==> config.mk <==
export PLATFORM = sky130hd
export DESIGN_NAME = multdiv_sched
export DESIGN_NICKNAME = d
export VERILOG_FILES = /design/src/rtl/md_sched_pkg.sv /design/src/rtl/multdiv_sched.sv
export SDC_FILE = /design/constraint.sdc
export NUM_CORES = 1
export LEC_CHECK = 0
export CAP_MARGIN = 25
export CELL_PAD_IN_SITES_DETAIL_PLACEMENT = 1
export CELL_PAD_IN_SITES_GLOBAL_PLACEMENT = 2
export CORE_MARGIN = 3
export CORE_UTILIZATION = 18
export CTS_CLUSTER_SIZE = 28
export DETAILED_ROUTE_END_ITERATION = 6
export PLACE_DENSITY_LB_ADDON = 0.1
export SYNTH_ARGS = -nofsm -noshare
export SYNTH_HDL_FRONTEND = slang
export SYNTH_SLANG_ARGS = --single-unit
==> constraint.sdc <==
create_clock -name clock -period 1.3 [get_ports clock]
set_input_delay 0.13 -clock clock [delete_from_list [all_inputs] [get_ports clock]]
set_output_delay 0.13 -clock clock [all_outputs]
set_load 0.02 [all_outputs]
==> src/rtl/md_sched_pkg.sv <==
// Shared definitions for the mult/div scheduler and the decode stage.
package md_sched_pkg;

   // Scheduler state encoding
   typedef enum logic [1:0] {
      ST_IDLE = 2'b00,
      ST_RUN  = 2'b01,
      ST_DONE = 2'b10
   } md_state_t;

   // Exception reporting defaults
   localparam int RSTATUS_REG   = 30;
   localparam int EXC_MULT_CODE = 4;
   localparam int EXC_DIV_CODE  = 5;

   // Instruction fields that select a mult/div (shared with decode)
   localparam logic [4:0] OPC_ALU   = 5'b00000;
   localparam logic [4:0] ALUOP_MUL = 5'b00110;
   localparam logic [4:0] ALUOP_DIV = 5'b00111;

   function automatic logic is_mult_op(input logic [4:0] opcode, input logic [4:0] aluop);
      return (opcode == OPC_ALU) && (aluop == ALUOP_MUL);
   endfunction

   function automatic logic is_div_op(input logic [4:0] opcode, input logic [4:0] aluop);
      return (opcode == OPC_ALU) && (aluop == ALUOP_DIV);
   endfunction

endpackage

==> src/rtl/multdiv_sched.sv <==
// Scheduler for the shared mult/div unit: launches one op at a time, tracks
// its destination for hazard stalls, and merges its result onto the single
// regfile write port behind the pipeline's own writeback.
module multdiv_sched
   import md_sched_pkg::*;
#(
   parameter int RSTATUS  = RSTATUS_REG,
   parameter int EXC_MULT = EXC_MULT_CODE,
   parameter int EXC_DIV  = EXC_DIV_CODE
) (
   input  logic        clock,
   input  logic        reset,
   input  logic        issue_mult,
   input  logic        issue_div,
   input  logic [4:0]  issue_rd,
   input  logic [31:0] issue_a,
   input  logic [31:0] issue_b,
   output logic        md_ctrl_mult,
   output logic        md_ctrl_div,
   output logic [31:0] md_operandA,
   output logic [31:0] md_operandB,
   input  logic [31:0] md_result,
   input  logic        md_exception,
   input  logic        md_resultRDY,
   input  logic [4:0]  dec_rs,
   input  logic [4:0]  dec_rt,
   input  logic [4:0]  dec_rd,
   input  logic        dec_we,
   input  logic        mw_we,
   input  logic [4:0]  mw_rd,
   input  logic [31:0] mw_data,
   output logic        ctrl_writeEnable,
   output logic [4:0]  ctrl_writeReg,
   output logic [31:0] data_writeReg,
   output logic        stall,
   output logic        busy
);

   localparam logic [4:0] RSTATUS_IDX = 5'(RSTATUS);

   md_state_t   state_reg, state_next;
   logic [4:0]  pend_rd_reg;
   logic        pend_is_div_reg;
   logic [31:0] op_a_reg, op_b_reg;
   logic [31:0] buf_data_reg;
   logic [4:0]  buf_rd_reg;
   logic        start_mult_reg, start_div_reg;

   logic issue_any, in_run, in_done, drain, accept, capture, raw_waw;

   // Decode of the current cycle's events from registered state and inputs
   always_comb begin
      issue_any = issue_mult | issue_div;
      in_run    = (state_reg == ST_RUN);
      in_done   = (state_reg == ST_DONE);
      drain     = in_done & ~mw_we;
      accept    = issue_any & ((state_reg == ST_IDLE) | drain);
      capture   = in_run & md_resultRDY;
   end

   // Next-state logic; a drain with a waiting issue chains straight into RUN
   always_comb begin
      state_next = state_reg;
      case (state_reg)
         ST_IDLE: if (issue_any)    state_next = ST_RUN;
         ST_RUN:  if (md_resultRDY) state_next = ST_DONE;
         ST_DONE: if (drain)        state_next = issue_any ? ST_RUN : ST_IDLE;
         default:                   state_next = ST_IDLE;
      endcase
   end

   // State, scoreboard, operand latches, result buffer and start pulses
   always_ff @(posedge clock) begin
      if (reset) begin
         state_reg       <= ST_IDLE;
         pend_rd_reg     <= '0;
         pend_is_div_reg <= 1'b0;
         op_a_reg        <= '0;
         op_b_reg        <= '0;
         buf_data_reg    <= '0;
         buf_rd_reg      <= '0;
         start_mult_reg  <= 1'b0;
         start_div_reg   <= 1'b0;
      end else begin
         state_reg      <= state_next;
         start_mult_reg <= accept & ~issue_div;
         start_div_reg  <= accept & issue_div;
         if (accept) begin
            pend_rd_reg     <= issue_rd;
            pend_is_div_reg <= issue_div;
            op_a_reg        <= issue_a;
            op_b_reg        <= issue_b;
         end
         if (capture) begin
            if (md_exception) begin
               buf_data_reg <= pend_is_div_reg ? 32'(EXC_DIV) : 32'(EXC_MULT);
               buf_rd_reg   <= RSTATUS_IDX;
            end else begin
               buf_data_reg <= md_result;
               buf_rd_reg   <= pend_rd_reg;
            end
         end
      end
   end

   // Write-port mux: pipeline first, buffered result only in free cycles
   always_comb begin
      ctrl_writeEnable = 1'b0;
      ctrl_writeReg    = '0;
      data_writeReg    = '0;
      if (mw_we) begin
         ctrl_writeEnable = 1'b1;
         ctrl_writeReg    = mw_rd;
         data_writeReg    = mw_data;
      end else if (drain) begin
         ctrl_writeEnable = (buf_rd_reg != 5'd0);
         ctrl_writeReg    = buf_rd_reg;
         data_writeReg    = buf_data_reg;
      end
   end

   // Hazard stall; RSTATUS is treated as pending because an exception may land there
   always_comb begin
      raw_waw = ((dec_rs == pend_rd_reg) && (pend_rd_reg != 5'd0))
              | ((dec_rt == pend_rd_reg) && (pend_rd_reg != 5'd0))
              | (dec_rs == RSTATUS_IDX) | (dec_rt == RSTATUS_IDX)
              | (dec_we && (dec_rd == pend_rd_reg));
      stall   = (in_run | (in_done & ~drain)) & (raw_waw | issue_any);
   end

   assign md_ctrl_mult = start_mult_reg;
   assign md_ctrl_div  = start_div_reg;
   assign md_operandA  = op_a_reg;
   assign md_operandB  = op_b_reg;
   assign busy         = (state_reg != ST_IDLE);

endmodule

==> results of run 1 <==
-- worst max-delay path: cells and delay by family, from the launching register on --
family | cells | cell delay [ns]
AND/OR/NAND/NOR | 1 | 0.53
flip-flops | 1 | 0.37
buffers and inverters | 2 | 0.29
AO/OA/AOI/OAI | 2 | 0.26
-- logic make-up after synthesis --
group	after synthesis	share of synthesized area, %
simple gates	241	23.3
compound gates	150	20.4
xor+xnor	15	2.78
mux	1	0.212
flops	111	47.1
buf+inv	54	6.20
-- synth_stat cells, types with 2 or more instances --
cell type / n
xor2_1: 6
or4_1: 2
nor4_1: 2
buf_2: 14
nand3b_1: 32
buf_6: 4
buf_8: 2
o21ai_0: 3
a21oi_2: 11
xnor2_1: 9
nand3_1: 3
clkbuf_1: 27
nand2_1: 163
buf_4: 5
a22o_1: 37
nand4_1: 2
nand2_2: 10
a21oi_1: 91
nor3_1: 11
dfxtp_1: 111
nor2_1: 11
-- final cells by class --
| cell class | instances | area, sq um |
|---|---|---|
| fill | 2769 | 14800 |
| multi-input combinational | 409 | 3580 |
| sequential | 111 | 2230 |
| tap | 330 | 413 |
| clock buffer | 11 | 233 |
| timing repair buffer | 365 | 4190 |
| inverter | 1 | 3.75 |
| clock inverter | 5 | 56.3 |
-- per-layer routing --
metal  GRT usage, %  share of wire (%)  wire length (um)
met5              0              0.083                20
met2           30.1                 53             12700
met1           18.7                 39              9360
met3           4.84                7.0              1670
met4           3.52               0.96               231
-- power by group --
| group | leakage, nW | internal, mW | switching [mW] | total, mW |
|---|---|---|---|---|
| Combinational | 3.46 | 1.94 | 1.69 | 3.63 |
| Clock | 0.140 | 1.50 | 1.34 | 2.84 |
| Sequential | 0.913 | 3.62 | 0.175 | 3.79 |
-- cells in the final DEF, fill, tap and decap left out, types with 2 or more instances in the layout --
cell,count
clkdlybuf4s50_1,158
dfxtp_1,106
a21oi_2,84
nand2_4,81
dlygate4sd2_1,66
buf_6,62
nand2_2,47
nand2_1,45
buf_12,35
nand3b_1,32
buf_4,24
a22o_4,20
a21oi_1,18
a22o_1,17
clkbuf_16,13
buf_16,10
xnor2_1,7
nor3_2,7
xor2_1,6
buf_8,5
nor2_1,4
nor2_4,4
nor3_4,4
or2_4,3
nor2_2,3
dfxtp_2,3
xnor2_2,2
nand3_1,2
nand4_1,2
nor4_1,2
o21ai_4,2
clkinv_2,2
clkbuf_1,2
dfxtp_4,2
-- worst max path at each step --
stage,from,to,slack (ns),cells after the start
finish,pend_rd_reg[2],stall,-0.62,5
global route,pend_rd_reg[0],stall,-0.69,7
CTS,pend_rd_reg[2],stall,-0.64,5
detailed placement,dec_rt[4],stall,-0.94,7
global placement,dec_rt[4],stall,-0.96,7
floorplan,pend_rd_reg[0],stall,-0.07,4
-- metrics by stage --
stage / cell area, sq um / TNS (ns)
after floorplan: 4960 / -0.0730
after global placement: 8200 / -50.44
after detailed placement: 8200 / -50.56
after CTS: 10100 / -46.82
after global routing: 10700 / -42.16
final: 10700 / -32.00
-- repair_timing --
| action | in CTS | in global routing |
|---|---|---|
| endpoints found under the setup margin | 214 | 148 |
| endpoints found under the hold margin | 0 | 0 |
| resized for setup | 482 | 218 |
| gates cloned | 24 | 4 |
| buffers inserted | 36 | 14 |
| pin swaps | 115 | 133 |
==> flow_metrics.py, run 1 <==
metrics = {
    "routing": {
        "wl_per_cell_um": 19.4,
        "post-route-drc-count": 0,
        "first_pass_iters": 4,
        "viasPerCell": 4.39,
        "vias": 5410,
        "drt_iter0_drc": 130,
        "ant_nets": 0,
        "wirelength_um": 24000,
    },
    "clocking": {
        "clockBufferDepth": 2,
        "cts_root_buffer": "clkbuf_16",
        "cts_made_buffers": 9,
        "clkTransAtPathRegs_ns": 0.08,
        "cts_hold_buf": 0,
        "worstSkewPairLatency_ns": 0.35,
        "htreeDepth": 3,
        "cts_sinks": 111,
        "cts_tree": "built",
    },
    "cells_and_area": {
        "final_core_util_pct": 42.1,
        "finalNonFillerCells": 1232,
        "final_layout_size_suffix_gt1_share_pct": 47.3,
        "antenna_cells": 0,
        "area_delta_synth_final_pct": 127,
        "nets": 1058,
    },
    "critical_path": {
        "crit_slowest_cell": "or4_4",
        "cp_cell_sequence": "buf_6 > or4_4 > o21ai_2 > a32oi_2 > buf_4",
        "worstPathArrival_ns": 1.79,
        "crit_type": "reg2out",
        "reg2reg_depth": 9,
        "critPathCaptureType": "primary output",
        "r2r_setup_slack_ns": -0.24,
        "worst_setup_path_start_kind": "flop",
        "crit_path_max_fanout": 4,
        "cp_slowest_stage_delay_ns": 0.53,
        "r2r-end": "md_operandA[0]",
        "r2r-start": "state_reg[1]",
        "cp.required_ns": 1.17,
    },
    "timing": {
        "rsz0062_at_grt": "true",
        "hold_slack_ns": 0.166,
        "fin_ws_ns": -0.623,
        "hold_viol": 0,
        "post-route-period-util_pct": 148,
        "setup_viol": 148,
        "final_max_slew_viol_count": 0,
        "layout_min_cycle_time_ns": 1.92,
        "worst_slew_pin_slew_ns": 0.368,
        "max_freq_mhz": 520,
        "max-slew-margin-rel_pct": 75.4,
        "finalClockSkew_ns": 0.00883,
    },
    "logic_synthesis": {
        "synth_flop_cell": "dfxtp_1",
        "ys_seq_area_share_pct": 47.1,
        "synth-edff-count": 0,
        "synth_area_sq_um": 4720,
        "syn-num-nets": 733,
        "synth_top_area_share_pct": 47.1,
        "synth_cells": 572,
        "synth_seq_cells": 111,
        "synth_warnings": 0,
        "synth.area.top_cells": "dfxtp_1 (47%), nand2_1 (13%), a21oi_1 (9.6%)",
        "ys_types": 37,
        "synth_top_cell_by_area": "dfxtp_1",
        "synth.avg_cell_area_sq_um": 8.25,
        "ys_async_sr_fraction_pct": 0,
    },
    "power_and_ir_drop": {
        "p_total_mw": 10.3,
        "ir_drop_uv": 535,
        "pwr_density_cell_nw_per_um2": 958,
        "leakage_nw": 4.51,
    },
    "grt": {
        "grt_pass1_vias": 6033,
        "antenna_found_initial": 1,
        "gr-usage-all-layers_pct": 16.4,
        "grt-ovfl-total": 0,
        "grt_max_degree": 48,
        "grt_pass1_wl_um": 36100,
    },
    "place": {
        "dp_slack_ns": -0.936,
        "dp_hpwl_um": 15600,
        "place_inst": 1161,
        "io_buffers": 266,
        "gp_congestion": 0.782,
    },
    "worst_hold_path": {
        "min_delay_path_depth": 2,
        "hp-class": "in2reg",
        "min_from": "reset",
        "min_to": "md_operandB[10]",
    },
    "die": {
        "num_rows": 58,
        "die_w_um": 168,
        "die_y_um": 168,
        "io_pins": 267,
        "floorplan.die_area_sq_um": 28200,
        "start_util_pct": 18.5,
        "core_area_sq_um": 25500,
    },
    "outcome": {
        "outcome": "finished with violations",
        "violations": "setup timing",
    },
    "job": {
        "maxCapViolations": 0,
    },
}
Power figures use the tool's default switching activity.
==> run 2, diff against run 1 <==
CORE_MARGIN = default   (was 3)
REMOVE_ABC_BUFFERS = 1   (was default)
==> flow_metrics.py, run 2 (same netlist as run 1, synthesis figures left out) <==
metrics = {
    "timing": {
        "max-slew-margin-rel_pct": 73.5,
        "rsz0062_at_grt": "true",
        "hold_viol": 0,
        "final_max_slew_viol_count": 0,
        "post-route-period-util_pct": 149,
        "finalClockSkew_ns": 0.00614,
        "hold_slack_ns": 0.0951,
        "layout_min_cycle_time_ns": 1.93,
        "worst_slew_pin_slew_ns": 0.397,
        "setup_viol": 148,
        "fin_ws_ns": -0.632,
        "max_freq_mhz": 518,
    },
    "routing": {
        "post-route-drc-count": 0,
        "wl_per_cell_um": 19.0,
        "drt_iter0_drc": 103,
        "ant_nets": 0,
        "wirelength_um": 23200,
        "viasPerCell": 4.36,
        "first_pass_iters": 4,
        "vias": 5307,
    },
    "grt": {
        "antenna_found_initial": 1,
        "gr-usage-all-layers_pct": 15.1,
        "grt_pass1_wl_um": 31000,
        "grt-ovfl-total": 0,
        "grt_pass1_vias": 5564,
        "grt_max_degree": 44,
    },
    "clocking": {
        "cts_tree": "built",
        "clkTransAtPathRegs_ns": 0.08,
        "htreeDepth": 3,
        "clockBufferDepth": 2,
        "worstSkewPairLatency_ns": 0.36,
        "cts_sinks": 111,
        "cts_made_buffers": 9,
        "cts_root_buffer": "clkbuf_16",
    },
    "die": {
        "num_rows": 58,
        "start_util_pct": 18.5,
        "die_w_um": 164,
        "io_pins": 267,
        "floorplan.die_area_sq_um": 26900,
        "core_area_sq_um": 25500,
        "die_y_um": 164,
    },
    "power_and_ir_drop": {
        "pwr-share-comb_pct": 32.7,
        "leakage_nw": 4.28,
        "pwr_density_cell_nw_per_um2": 1000,
        "p_int_mw": 6.93,
        "p_total_mw": 10.1,
        "switching_share_pct": 31.5,
        "power_switching_mw": 3.19,
        "power.share.sequential_pct": 37.8,
        "ir_drop_uv": 550,
        "clockPowerShare_pct": 29.5,
    },
    "critical_path": {
        "crit_path_max_fanout": 3,
        "critPathMostFrequentCell": "buf_6",
        "cp_slowest_stage_delay_ns": 0.36,
        "crit_type": "reg2out",
        "worst_setup_path_start_kind": "flop",
        "critPathCaptureType": "primary output",
        "cp.required_ns": 1.17,
        "cp_cell_sequence": "buf_6 > xor2_2 > nor4_2 > nand3_1 > a32oi_2 > buf_6",
        "worstPathArrival_ns": 1.80,
        "crit_slowest_cell": "dfxtp_4",
    },
    "cells_and_area": {
        "nets": 1042,
        "final_cell_mix": "clkdlybuf4s50_1 (158), dfxtp_1 (104), a21oi_2 (79)",
        "multiInputGateArea_sq_um": 3220,
        "seqCellArea_sq_um": 2230,
        "final_layout_size_suffix_gt1_share_pct": 40.4,
        "final_common_cell": "clkdlybuf4s50_1",
        "final_core_util_pct": 39.7,
        "fin_area_sq_um": 10100,
        "final.fill_count": 2819,
        "area_delta_synth_final_pct": 114,
    },
    "place": {
        "placed_cell_area_sq_um": 7940,
        "io_buffers": 266,
        "dp_hpwl_um": 13700,
        "gp_congestion": 0.761,
    },
    "worst_hold_path": {
        "hp-class": "in2reg",
    },
    "outcome": {
        "violations": "setup timing",
        "outcome": "finished with violations",
    },
    "job": {
        "maxCapViolations": 0,
    },
}
-- run 2: timing repair --
action	in CTS	in global routing
gates resized for setup	366	270
hold buffers	0	0
pin swaps	12	223
buffers inserted	15	12
gates cloned	9	18
endpoints found under the setup margin	212	144
-- run 2: area by class of cell --
type	count	area share (%)
Inverter	1	0.0371
Sequential cell	111	22.1
Timing Repair Buffer	351	38.9
Clock buffer	11	2.40
Multi-Input combinational cell	407	31.9
Antenna cell	1	0.0247
Clock inverter	5	0.655
Tap cell	330	4.08
-- run 2: per-layer routing --
layer	global-route usage, %	vias to the layer above	share of wire [%]
li1	-	2560	-
met1	17.0	2538	40
met3	5.48	22	8.3
met2	26.4	185	50
met5	0	-	0.056
met4	4.50	2	1.4
-- run 2: metrics by stage --
step,setup slack [ns],TNS (ns),instances
floorplan,-1.96,-159.87,519
finish,-0.632,-26.22,1217
CTS,-0.705,-22.66,1195
global route,-0.723,-33.83,1216
detailed placement,-0.672,-39.10,1155
global placement,-0.644,-35.46,1155
-- run 2: worst paths after layout --
kind,start,to,slack [ns],cells after the start
worst max register to register,state_reg[1],buf_data_reg[5],-0.19,7
worst max-delay path,pend_rd_reg[4],stall,-0.63,6
worst min register to register,md_operandA[11],md_operandA[11],0.45,2
worst min-delay path,reset,md_operandA[27],0.1,2
-- run 2: power by group through the flow --
stage          combinational [mW]  clock, mW  sequential, mW
3_3_place_gp                 2.33          0            3.82
4_1_cts                      2.53       3.10            3.76
3_5_place_dp                 2.36          0            3.83
5_1_grt                      3.54       3.20            3.86
6_report                     3.31       2.98            3.82
2_1_floorplan               0.685          0            4.01
-- run 2: critical path: cells and delay by family (launching register included) --
kind	cells	cell delay, ns
AND/OR/NAND/NOR	2	0.42
flip-flops	1	0.36
buffers and inverters	2	0.28
AO/OA/AOI/OAI	1	0.25
XOR/XNOR	1	0.13
==> run 3, diff against run 2 <==
CORE_UTILIZATION = 22   (was 18)
SETUP_SLACK_MARGIN = 0.4   (was default)
clock period = 2.35 ns   (was 1.3 ns; I/O delays follow)
==> flow_metrics.py, run 3 (same netlist as run 1, synthesis figures left out) <==
metrics = {
    "outcome": {
        "outcome": "complete, no violations",
    },
    "clocking": {
        "cts_made_buffers": 9,
        "cts_tree": "built",
        "cts_hold_buf": 0,
        "htreeDepth": 3,
        "worstSkewPairLatency_ns": 0.36,
        "cts_sinks": 111,
        "cts_root_buffer": "clkbuf_16",
        "clkTransAtPathRegs_ns": 0.08,
        "clockBufferDepth": 2,
    },
    "cells_and_area": {
        "fin_area_sq_um": 7860,
        "antenna_cells": 0,
        "nets": 975,
        "final.fill_count": 2492,
        "area_delta_synth_final_pct": 66.4,
        "final_common_cell": "clkdlybuf4s50_1",
        "final_layout_size_suffix_gt1_share_pct": 14.2,
        "final_cell_mix": "clkdlybuf4s50_1 (223), nand2_1 (163), dfxtp_1 (104)",
    },
    "timing": {
        "worst_slew_pin_slew_ns": 0.439,
        "max-slew-margin-rel_pct": 70.7,
        "setup_viol": 0,
        "layout_min_cycle_time_ns": 1.94,
        "post-route-period-util_pct": 82.4,
        "rsz0062_at_grt": "true",
        "final_max_slew_viol_count": 0,
        "max_freq_mhz": 516,
        "hold_viol": 0,
        "finalClockSkew_ns": 0.00856,
        "fin_ws_ns": 0.414,
    },
    "place": {
        "dp_hpwl_um": 12900,
        "io_buffers": 266,
        "dp_slack_ns": 0.274,
        "gp_congestion": 0.755,
        "placed_cell_area_sq_um": 7590,
    },
    "critical_path": {
        "crit_slowest_cell": "dfxtp_4",
        "r2r_setup_slack_ns": 0.74,
        "crit_path_max_fanout": 6,
        "critPathCaptureType": "primary output",
        "cp_slowest_stage_delay_ns": 0.38,
        "cp_cell_sequence": "xor2_1 > nor4_2 > nand3_1 > a32oi_1 > buf_4",
        "cp.required_ns": 2.12,
        "worstPathArrival_ns": 1.70,
        "worst_setup_path_start_kind": "flop",
        "crit_type": "reg2out",
    },
    "grt": {
        "grt_pass1_vias": 5170,
        "antenna_found_initial": 0,
        "grt_pass1_wl_um": 27200,
        "grt-ovfl-total": 0,
        "gr-usage-all-layers_pct": 15.9,
        "grt_max_degree": 71,
    },
    "power_and_ir_drop": {
        "ir_drop_uv": 329,
        "pwr_density_cell_nw_per_um2": 619,
        "leakage_nw": 2.90,
    },
    "die": {
        "io_pins": 267,
        "core_area_sq_um": 21000,
        "die_y_um": 148,
        "num_rows": 53,
        "start_util_pct": 22.5,
        "die_w_um": 148,
        "floorplan.die_area_sq_um": 22000,
    },
    "routing": {
        "ant_nets": 0,
        "first_pass_iters": 4,
        "vias": 4874,
        "viasPerCell": 4.46,
        "post-route-drc-count": 0,
        "wl_per_cell_um": 16.2,
        "wirelength_um": 17800,
        "drt_iter0_drc": 119,
    },
    "worst_hold_path": {
        "hp-class": "in2reg",
    },
    "job": {
        "maxCapViolations": 0,
    },
}
==> run 3: cell types whose count changed in the layout (fill, tap and decap cells not counted), moves of 8 or more <==
cell,previous run,this run
a21oi_1,23,91
a21oi_2,79,11
buf_12,19,4
buf_4,26,15
buf_6,56,0
buf_8,8,0
clkbuf_16,22,9
clkbuf_2,1,29
clkdlybuf4s50_1,158,223
dlygate4sd2_1,58,1
nand2_1,69,163
nand2_2,31,10
nand2_4,73,0
==> run 3: final timing paths <==
check	to	cells past startpoint	from
max reg2reg	buf_data_reg[24]	5	state_reg[1]
min	md_operandA[27]	2	reset
max	stall	5	pend_rd_reg[3]
min reg2reg	buf_data_reg[30]	2	buf_data_reg[30]
==> run 3: report_power, final <==
group          internal (mW)  total (mW)  switching (mW)
logic                  0.601        1.18           0.575
clock network          0.838        1.60           0.762
registers               2.00        2.08          0.0834
==> run 3: final cells by class <==
cell class                      instances  area, sq um  share of cell area (%)
Tap cell                              275          344                    4.38
Inverter                                1         3.75                  0.0478
Clock inverter                          7         76.3                   0.972
Sequential cell                       111         2240                    28.6
Timing Repair Buffer                  284         2690                    34.3
Clock buffer                            9          225                    2.87
Multi-Input combinational cell        407         2270                    28.9
==> run 3: per-layer routing <==
| layer | up-vias | track usage, % | share of wire, % |
|---|---|---|---|
| li1 | 2409 | - | - |
| met1 | 2259 | 18.2 | 41 |
| met2 | 184 | 26.7 | 47 |
| met3 | 22 | 6.07 | 10 |
| met4 | 0 | 5.98 | 2.2 |
| met5 | - | 0 | 0 |
==> run 3: worst max-delay path, delay by kind of cell, from the launching register on <==
kind / cells / cell delay, ns
flops: 1 / 0.38
buf+inv: 1 / 0.18
simple gates: 2 / 0.43
xor+xnor: 1 / 0.17
compound gates: 1 / 0.19
==> run 3: timing repair <==
action | in CTS | in global routing
pin swaps | 9 | 2
cloned | 1 | 0
setup endpoints to repair | 39 | 39
resized for setup | 106 | 37
buffers inserted | 4 | 0
==> run 3: stage by stage <==
stage / instances / hold slack [ns] / TNS (ns) / power, mW / util [%]
floorplan: 519 / 0.297 / -33.26 / 2.60 / -
global placement: 1073 / 0.440 / 0 / 3.31 / 36.1
detailed placement: 1073 / 0.443 / 0 / 3.34 / 36.1
CTS: 1094 / 0.307 / 0 / 4.98 / 38.2
global route: 1094 / 0.322 / 0 / 5.11 / 37.4
finish: 1094 / 0.299 / 0 / 4.86 / 37.4
